`config.mk`:
```
export PLATFORM = sky130hd
export DESIGN_NAME = mem_lsu
export DESIGN_NICKNAME = d
export VERILOG_FILES = /design/src/rtl/mem_lsu.sv
export SDC_FILE = /design/constraint.sdc
export NUM_CORES = 1
export LEC_CHECK = 0
export ABC_CLOCK_PERIOD_IN_PS = 1900
export CORE_ASPECT_RATIO = 1.5
export CORE_MARGIN = 2
export CORE_UTILIZATION = 44
export DETAILED_ROUTE_END_ITERATION = 10
export PLACE_DENSITY = 0.91
export SLEW_MARGIN = 40
export SYNTH_ARGS = -nofsm -noshare
export SYNTH_HDL_FRONTEND = slang
export SYNTH_SLANG_ARGS = --single-unit
export TNS_END_PERCENT = 10
```
`constraint.sdc`:
```
create_clock -name clk -period 1.9 [get_ports clk]
set_clock_uncertainty 0.05 [all_clocks]
set_input_delay 0.38 -clock clk [delete_from_list [all_inputs] [get_ports clk]]
set_output_delay 0.38 -clock clk [all_outputs]
set_load 0.01 [all_outputs]
```
`src/rtl/mem_lsu.sv`:
```
// mem_lsu: MEM-stage load/store unit sitting in front of the data RAM.
// Accepts one request at a time, checks alignment and op legality, drives
// the RAM for a single access cycle and returns a registered response with
// the extended load data and exception status.
module mem_lsu #(
    parameter int ADDR_W = 32
) (
    input  logic              clk,
    input  logic              rst_n,
    input  logic              req_valid,
    output logic              req_ready,
    input  logic [3:0]        req_op,
    input  logic [ADDR_W-1:0] req_addr,
    input  logic [31:0]       req_wdata,
    output logic              rsp_valid,
    input  logic              rsp_ready,
    output logic [31:0]       rsp_rdata,
    output logic [1:0]        rsp_excp,
    output logic [ADDR_W-1:0] rsp_badaddr,
    output logic              ram_ce,
    output logic              ram_we,
    output logic [ADDR_W-1:0] ram_addr,
    output logic [3:0]        ram_sel,
    output logic [31:0]       ram_wdata,
    input  logic [31:0]       ram_rdata
);

    localparam logic [3:0] OP_LB  = 4'b0000;
    localparam logic [3:0] OP_LBU = 4'b0001;
    localparam logic [3:0] OP_LH  = 4'b0010;
    localparam logic [3:0] OP_LHU = 4'b0011;
    localparam logic [3:0] OP_LW  = 4'b0100;
    localparam logic [3:0] OP_SB  = 4'b1000;
    localparam logic [3:0] OP_SH  = 4'b1001;
    localparam logic [3:0] OP_SW  = 4'b1010;

    typedef enum logic [1:0] {
        IDLE   = 2'd0,
        ACCESS = 2'd1,
        RESP   = 2'd2
    } state_t;

    state_t            state_r, state_s;
    logic [3:0]        op_r;
    logic [1:0]        addr_lo_r;
    logic [1:0]        req_excp_s;
    logic [3:0]        req_sel_s;
    logic [31:0]       req_wlanes_s;
    logic [31:0]       load_data_s;
    logic [7:0]        load_byte_s;
    logic [15:0]       load_half_s;
    logic              ram_ce_r, ram_we_r;
    logic [ADDR_W-1:0] ram_addr_r;
    logic [3:0]        ram_sel_r;
    logic [31:0]       ram_wdata_r;
    logic [31:0]       rsp_rdata_r;
    logic [1:0]        rsp_excp_r;
    logic [ADDR_W-1:0] rsp_badaddr_r;

    // Classify the incoming request: legal, misaligned load/store, or reserved.
    always_comb begin
        req_excp_s = 2'b00;
        case (req_op)
            OP_LB, OP_LBU, OP_SB: req_excp_s = 2'b00;
            OP_LH, OP_LHU:        req_excp_s = req_addr[0] ? 2'b01 : 2'b00;
            OP_LW:                req_excp_s = (req_addr[1:0] != 2'b00) ? 2'b01 : 2'b00;
            OP_SH:                req_excp_s = req_addr[0] ? 2'b10 : 2'b00;
            OP_SW:                req_excp_s = (req_addr[1:0] != 2'b00) ? 2'b10 : 2'b00;
            default:              req_excp_s = 2'b11;
        endcase
    end

    // Byte-lane enables and lane-positioned write data for the incoming request.
    always_comb begin
        req_sel_s    = 4'b1111;
        req_wlanes_s = 32'h0000_0000;
        case (req_op)
            OP_SB: begin
                req_sel_s    = 4'b0001 << req_addr[1:0];
                req_wlanes_s = {4{req_wdata[7:0]}};
            end
            OP_SH: begin
                req_sel_s    = req_addr[1] ? 4'b1100 : 4'b0011;
                req_wlanes_s = {2{req_wdata[15:0]}};
            end
            OP_SW: begin
                req_sel_s    = 4'b1111;
                req_wlanes_s = req_wdata;
            end
            default: begin
                req_sel_s    = 4'b1111;
                req_wlanes_s = 32'h0000_0000;
            end
        endcase
    end

    // Pick the addressed byte/halfword out of the read word and extend it.
    always_comb begin
        load_data_s = 32'h0000_0000;
        case (addr_lo_r)
            2'b00:   load_byte_s = ram_rdata[7:0];
            2'b01:   load_byte_s = ram_rdata[15:8];
            2'b10:   load_byte_s = ram_rdata[23:16];
            2'b11:   load_byte_s = ram_rdata[31:24];
            default: load_byte_s = 8'h00;
        endcase
        if (addr_lo_r[1]) begin
            load_half_s = ram_rdata[31:16];
        end else begin
            load_half_s = ram_rdata[15:0];
        end
        case (op_r)
            OP_LB:   load_data_s = {{24{load_byte_s[7]}}, load_byte_s};
            OP_LBU:  load_data_s = {24'h00_0000, load_byte_s};
            OP_LH:   load_data_s = {{16{load_half_s[15]}}, load_half_s};
            OP_LHU:  load_data_s = {16'h0000, load_half_s};
            OP_LW:   load_data_s = ram_rdata;
            default: load_data_s = 32'h0000_0000;
        endcase
    end

    // Next-state logic: faults skip the RAM cycle and go straight to RESP.
    always_comb begin
        state_s = state_r;
        case (state_r)
            IDLE: begin
                if (req_valid) begin
                    state_s = (req_excp_s != 2'b00) ? RESP : ACCESS;
                end else begin
                    state_s = IDLE;
                end
            end
            ACCESS: state_s = RESP;
            RESP: begin
                if (rsp_ready) begin
                    state_s = IDLE;
                end else begin
                    state_s = RESP;
                end
            end
            default: state_s = IDLE;
        endcase
    end

    // State register.
    always_ff @(posedge clk or negedge rst_n) begin
        if (!rst_n) begin
            state_r <= IDLE;
        end else begin
            state_r <= state_s;
        end
    end

    // Request latch, RAM drive registers and response registers.
    always_ff @(posedge clk or negedge rst_n) begin
        if (!rst_n) begin
            op_r          <= 4'b0000;
            addr_lo_r     <= 2'b00;
            ram_ce_r      <= 1'b0;
            ram_we_r      <= 1'b0;
            ram_addr_r    <= {ADDR_W{1'b0}};
            ram_sel_r     <= 4'b0000;
            ram_wdata_r   <= 32'h0000_0000;
            rsp_rdata_r   <= 32'h0000_0000;
            rsp_excp_r    <= 2'b00;
            rsp_badaddr_r <= {ADDR_W{1'b0}};
        end else if (state_r == IDLE && req_valid) begin
            op_r        <= req_op;
            addr_lo_r   <= req_addr[1:0];
            rsp_rdata_r <= 32'h0000_0000;
            rsp_excp_r  <= req_excp_s;
            if (req_excp_s == 2'b01 || req_excp_s == 2'b10) begin
                rsp_badaddr_r <= req_addr;
            end else begin
                rsp_badaddr_r <= {ADDR_W{1'b0}};
            end
            if (req_excp_s == 2'b00) begin
                ram_ce_r    <= 1'b1;
                ram_we_r    <= req_op[3];
                ram_addr_r  <= {req_addr[ADDR_W-1:2], 2'b00};
                ram_sel_r   <= req_sel_s;
                ram_wdata_r <= req_wlanes_s;
            end else begin
                ram_ce_r    <= 1'b0;
                ram_we_r    <= 1'b0;
                ram_addr_r  <= {ADDR_W{1'b0}};
                ram_sel_r   <= 4'b0000;
                ram_wdata_r <= 32'h0000_0000;
            end
        end else if (state_r == ACCESS) begin
            ram_ce_r    <= 1'b0;
            ram_we_r    <= 1'b0;
            ram_addr_r  <= {ADDR_W{1'b0}};
            ram_sel_r   <= 4'b0000;
            ram_wdata_r <= 32'h0000_0000;
            if (!op_r[3]) begin
                rsp_rdata_r <= load_data_s;
            end else begin
                rsp_rdata_r <= 32'h0000_0000;
            end
        end else begin
            ram_ce_r <= 1'b0;
            ram_we_r <= 1'b0;
        end
    end

    assign req_ready   = (state_r == IDLE);
    assign rsp_valid   = (state_r == RESP);
    assign rsp_rdata   = rsp_rdata_r;
    assign rsp_excp    = rsp_excp_r;
    assign rsp_badaddr = rsp_badaddr_r;
    assign ram_ce      = ram_ce_r;
    assign ram_we      = ram_we_r;
    assign ram_addr    = ram_addr_r;
    assign ram_sel     = ram_sel_r;
    assign ram_wdata   = ram_wdata_r;

endmodule
```
# After elaboration in Yosys (flattened, before gate mapping)
# Cells that the tools add are included.
# op_classes
shifts	1
n_mux	31
n_eq_ne	18
reduce_logical	12
# ops
operator	n
32-bit 2-to-1 mux	9
32-bit one-hot mux with 5 select lines	1
32-bit one-hot mux with 3 select lines	1
8-bit one-hot mux with 4 select lines	1
4-bit by 2-bit equality test with 1-bit output (second input constant)	4
16-bit 2-to-1 mux	1
4-bit 2-to-1 mux	4
4-bit equality test (second input constant)	3
2-bit 2-to-1 mux	5
2-bit one-hot mux with 5 select lines	1
2-bit equality test (second input constant)	4
4-bit by 1-bit equality test with 1-bit output (second input constant)	2
4-bit by 3-bit equality test with 1-bit output (second input constant)	2
4-bit logical NOT	2
4-bit one-hot mux with 2 select lines	1
2-bit by 1-bit equality test with 1-bit output (second input constant)	3
2-bit logical NOT	3
1-bit 2-to-1 mux	6
2-bit one-hot mux with 3 select lines	1
2-bit nonzero test	3
1-bit by 2-bit << shifter with 4-bit output (first input constant)	1
3-bit OR reduction	1
2-bit OR reduction	1
1-bit logical AND	1
1-bit logical OR	1
# word_totals
word_cells	73
out_inout_bits	138
inputBits	104
register_bits	144

# Depth between registers and ports, before layout
# logic_depth
word_depth	7
mapped_depth	10
ltp_nobuf	9

# Worst setup path after synthesis
# OpenSTA, ideal clock, no wires.
# synth_path
kind	input -> register
from	in req_op[1]
to	reg ram_wdata_r[10] (netlist: ram_wdata[10])
setup_time_ps	67
path_slack_ps	-397
n_path_buf	1
cell_stages	8
t_required_ps	1783
arrival_time_ps	2180
cell_sequence	buf_2 > o41a_1 > o22ai_1 > ha_1 > nand4bb_1 > nor4_2 > a22oi_1 > nand2_1
# synth_via
elab_chain_cells	6
word_cells_on_any_way	15
cone_classes	eq/ne: 7; mux: 4; reduce/logical: 4
# synth_rtl
element	line_no	rtl
start, declared	12	input logic [3:0] req_op,
4-bit equality test (tied with other cells)	63, 77	
3-bit OR reduction / 2-bit OR reduction (equally long branches)	63	case (req_op)
2-bit one-hot mux with 5 select lines	63	
2-bit logical NOT	177	if (req_excp_s == 2'b00) begin
32-bit 2-to-1 mux (*)	177	
32-bit 2-to-1 mux (*)	167	end else if (state_r == IDLE && req_valid) begin
end signal, assigned	182	ram_wdata_r <= req_wlanes_s;
end, declared	55	logic [31:0] ram_wdata_r;
# Mark *: on every way between the ends. The rest lies on a longest branch, timed or not.
# A chain may end at the register's enable or synchronous reset.

# Final worst setup path
# layout_path
from	in req_addr[1]
to	reg ram_wdata_r[4] (netlist: ram_wdata[4])
# layout_via
elab_chain_cells	6
word_cells_on_any_way	7
cone_classes	mux: 5; reduce/logical: 2
# layout_rtl
element	line_no	rtl
start, declared	13	input logic [ADDR_W-1:0] req_addr,
2-bit nonzero test (*)	66, 68	
1-bit 2-to-1 mux / 2-bit 2-to-1 mux (equally long branches)	66, 68	
2-bit one-hot mux with 5 select lines (*)	63	
2-bit logical NOT (*)	177	
32-bit 2-to-1 mux (*)	177	
32-bit 2-to-1 mux (*)	167	
# Marks and branches as above.

==> run metrics <==
CTS Root Cell=clkbuf_16; CP Data Arrival Time=2.16 ns; ANT nets after route=0; first-pass GRT wire length=29.8 mm; Cells after Synth=547; hold_sp=req_addr[0]; placed insts=951; wire per inst=19.1 µm; Critical Path Stages=9; Max Transition Viols Final=0; Tightest Hold Check Type=primary input to flop; Die Wd=101 µm; Rows=53; IO buf count=239; post-synth top area share=0.577; number of synthesized flops with an enable pin=0; dpl hpwl=13.4 mm; Power Dens Cells=1090 mW/mm²; maximum VDD drop=646 µV; period utilization=0.980; mux share of post-synthesis cell area=0.0549; gr ovfl total=0; IO Pins=242; Cell Area, Synth=0.00616 mm²; Yosys reg bits=142; total track usage=0.257; compound-cell area share of the yosys netlist=0.228; routability cong.=0.846; core area=0.0139 mm²; synthesized area per cell=11.3 µm²; CTS tree=built; final setup vio count=0; nets=913; dpl cell area=0.00907 mm²; final WL=18.8 mm; die height=149 µm; Clock Path Buffers=2; Final WS setup=0.0377 ns; kind of end point of the critical path=flop; # DRC=0; initial antenna violation count=0; cell family with most CP delay=compound AO/OA/AOI/OAI gates; main combinational cell family by area after synthesis=compound AO/OA/AOI/OAI gates; most frequent cell after synthesis=dfrtp_1; Reg2Reg Setup Slack=0.11 ns; cells taking the most area after synthesis=dfrtp_1, nand2_1, a22o_1; Initial Util=0.444; hold slack=0.233 ns; RSZ-0062 raised after global routing=yes; clk_lat worst skew=0.41 ns; cell taking the most area after synthesis=dfrtp_1; Worst Tran Pin Value=0.673 ns; Num CTS Buffers=17; relative slew slack=0.551; Buf/Inv on CP=2; Crit Path Max Fanout=8; starting DRC count in detailed routing=283; # fillers=972; r2r endpoint=rsp_rdata[18]; simple-gate share of the synthesized area=0.0949; CTS clk-pin slew, worst paths=0.06 ns; Place WS=-0.784 ns; R2R cell count=5; crit start category=primary input; Final Critical Period=1.86 ns; Detailed Routing Iterations Pass 1=7; hold depth=3; reg2reg start=addr_lo_r[1]; diode count=0; vias post-DR=5517; Crit Path Class=primary input to flop; post-synthesis adder-cell area fraction=0.00203; required time worst endpoint=2.19 ns; synth unique cells=48; Area Overhead vs Synth=57.9%; H-tree Lvls=4; CP cell instances=buf_8 > o41a_1 > o22ai_2 > ha_2 > nand4bb_4 > inv_4 > nand2b_4 > a21oi_4 > a22o_1; Sink Count=142; CP max stage cell=o41a_1; cell leakage power=4.26 nW; final count of hold timing violations=0; share of flip-flops with an asynchronous set or reset=1.00; Final Instance Area=0.00972 mm²; vias in the first global route=5685; sequential-to-total area share from yosys stat=0.577; Setup crit end=ram_wdata[4]; Vias/cell=5.60; largest net degree at the start of global routing=89; Max Clk Rate=537 MHz; prevailing post-synth register cell=dfrtp_1; die area=0.0150 mm²; Commonest cells post-synth=dfrtp_1, nand2_1, o21ai_0; status=completed; max cap viols=0; share of cells above drive strength 1=0.150; synth warn=0; Crit path largest cell delay=0.42 ns; Post-Layout Cell Count=986; Post-Synth XOR/XNOR Area=0.00142; Critical Path Start=req_addr[1]
cells by family (layout without fill, tap and decap cells):
logic type,count (synthesis),after routing
compound gates,190,190
flops,142,142
simple gates,135,135
buf+inv,55,328
mux,22,22
fa+ha+maj,1,1
other cells,1,2
xor+xnor,1,1
tightest hold or removal path, cell delays in order:
cell     delay (ns)
buf_2          0.14
nand2_1        0.07
o21ai_0        0.07
sequential cells by signal, summed over array words and instances (netlist names):
| name | flops |
|---|---|
| rsp_badaddr | 32 |
| ram_wdata | 32 |
| ram_we | 1 |
| rsp_rdata | 32 |
| op_r | 4 |
| ram_ce | 1 |
| state_r | 2 |
| ram_sel | 4 |
| rsp_excp | 2 |
| addr_lo_r | 2 |
| ram_addr | 30 |
where the power goes:
part | internal, mW | switching (mW)
Sequential | 3.52 | 0.366
Combinational | 1.72 | 1.42
Clock | 2.24 | 1.29
Total | 7.48 | 3.07
cells in the final DEF (no fill, tap or decap), types with 6 or more instances in the layout:
cell type        netlist  final
a21oi_1                9      9
a221o_1               21     21
a22o_1                46     46
a22oi_1               32     32
buf_12                 0      9
buf_4                  5     37
clkbuf_16              0     17
clkdlybuf4s50_1        0    230
dfrtp_1              142    141
inv_1                 10     10
mux2_2                13     13
mux4_2                 8      8
nand2_1              110    109
nor2_1                 6      6
o21ai_0               57     49
o21ai_1                0      8
o221ai_1               7      7
repair_timing:
| item | in CTS | in global routing |
|---|---|---|
| buffers inserted | 1 | 1 |
| gates resized for setup | 21 | 9 |
| pin swaps | 7 | 9 |
| endpoints found under the setup margin | 101 | 29 |
| hold buffers | 1 | 0 |
| hold endpoints to repair | 142 | 0 |
metal layers:
layer  routed length [µm]  global-route usage
met1                 7050               0.309
met2                 9910               0.431
met3                 1270              0.0665
met4                  563               0.114
met5                    0                   0
final cells by class:
class	instances	area [µm²]	share of cell area
clock inverter	13	185	0.0190
clock buffer	19	443	0.0456
inverter	11	43.8	0.00450
timing repair buffer	285	2850	0.293
multi-input combinational	351	2440	0.251
sequential	142	3550	0.366
tap	165	206	0.0212
through the flow:
step	power (mW)	setup TNS, ns	util
after global placement	6.99	-59.13	0.654
final	10.6	0	0.702
after detailed placement	7.06	-67.18	0.654
after floorplan	5.27	-7.93	-
after CTS	10.6	0	0.700
after global routing	11.1	-0.259	0.702
how the worst min path moves through the flow:
| stage | slack [ns] | end |
|---|---|---|
| floorplan | 0.03 | addr_lo_r[0] |
| global placement | 0.32 | rsp_badaddr[4] |
| detailed placement | 0.33 | rsp_badaddr[8] |
| CTS | 0.21 | rsp_badaddr[0] |
| global route | 0.23 | rsp_badaddr[0] |
| finish | 0.23 | rsp_badaddr[0] |
Note: power is estimated with default switching activity, not from simulation.
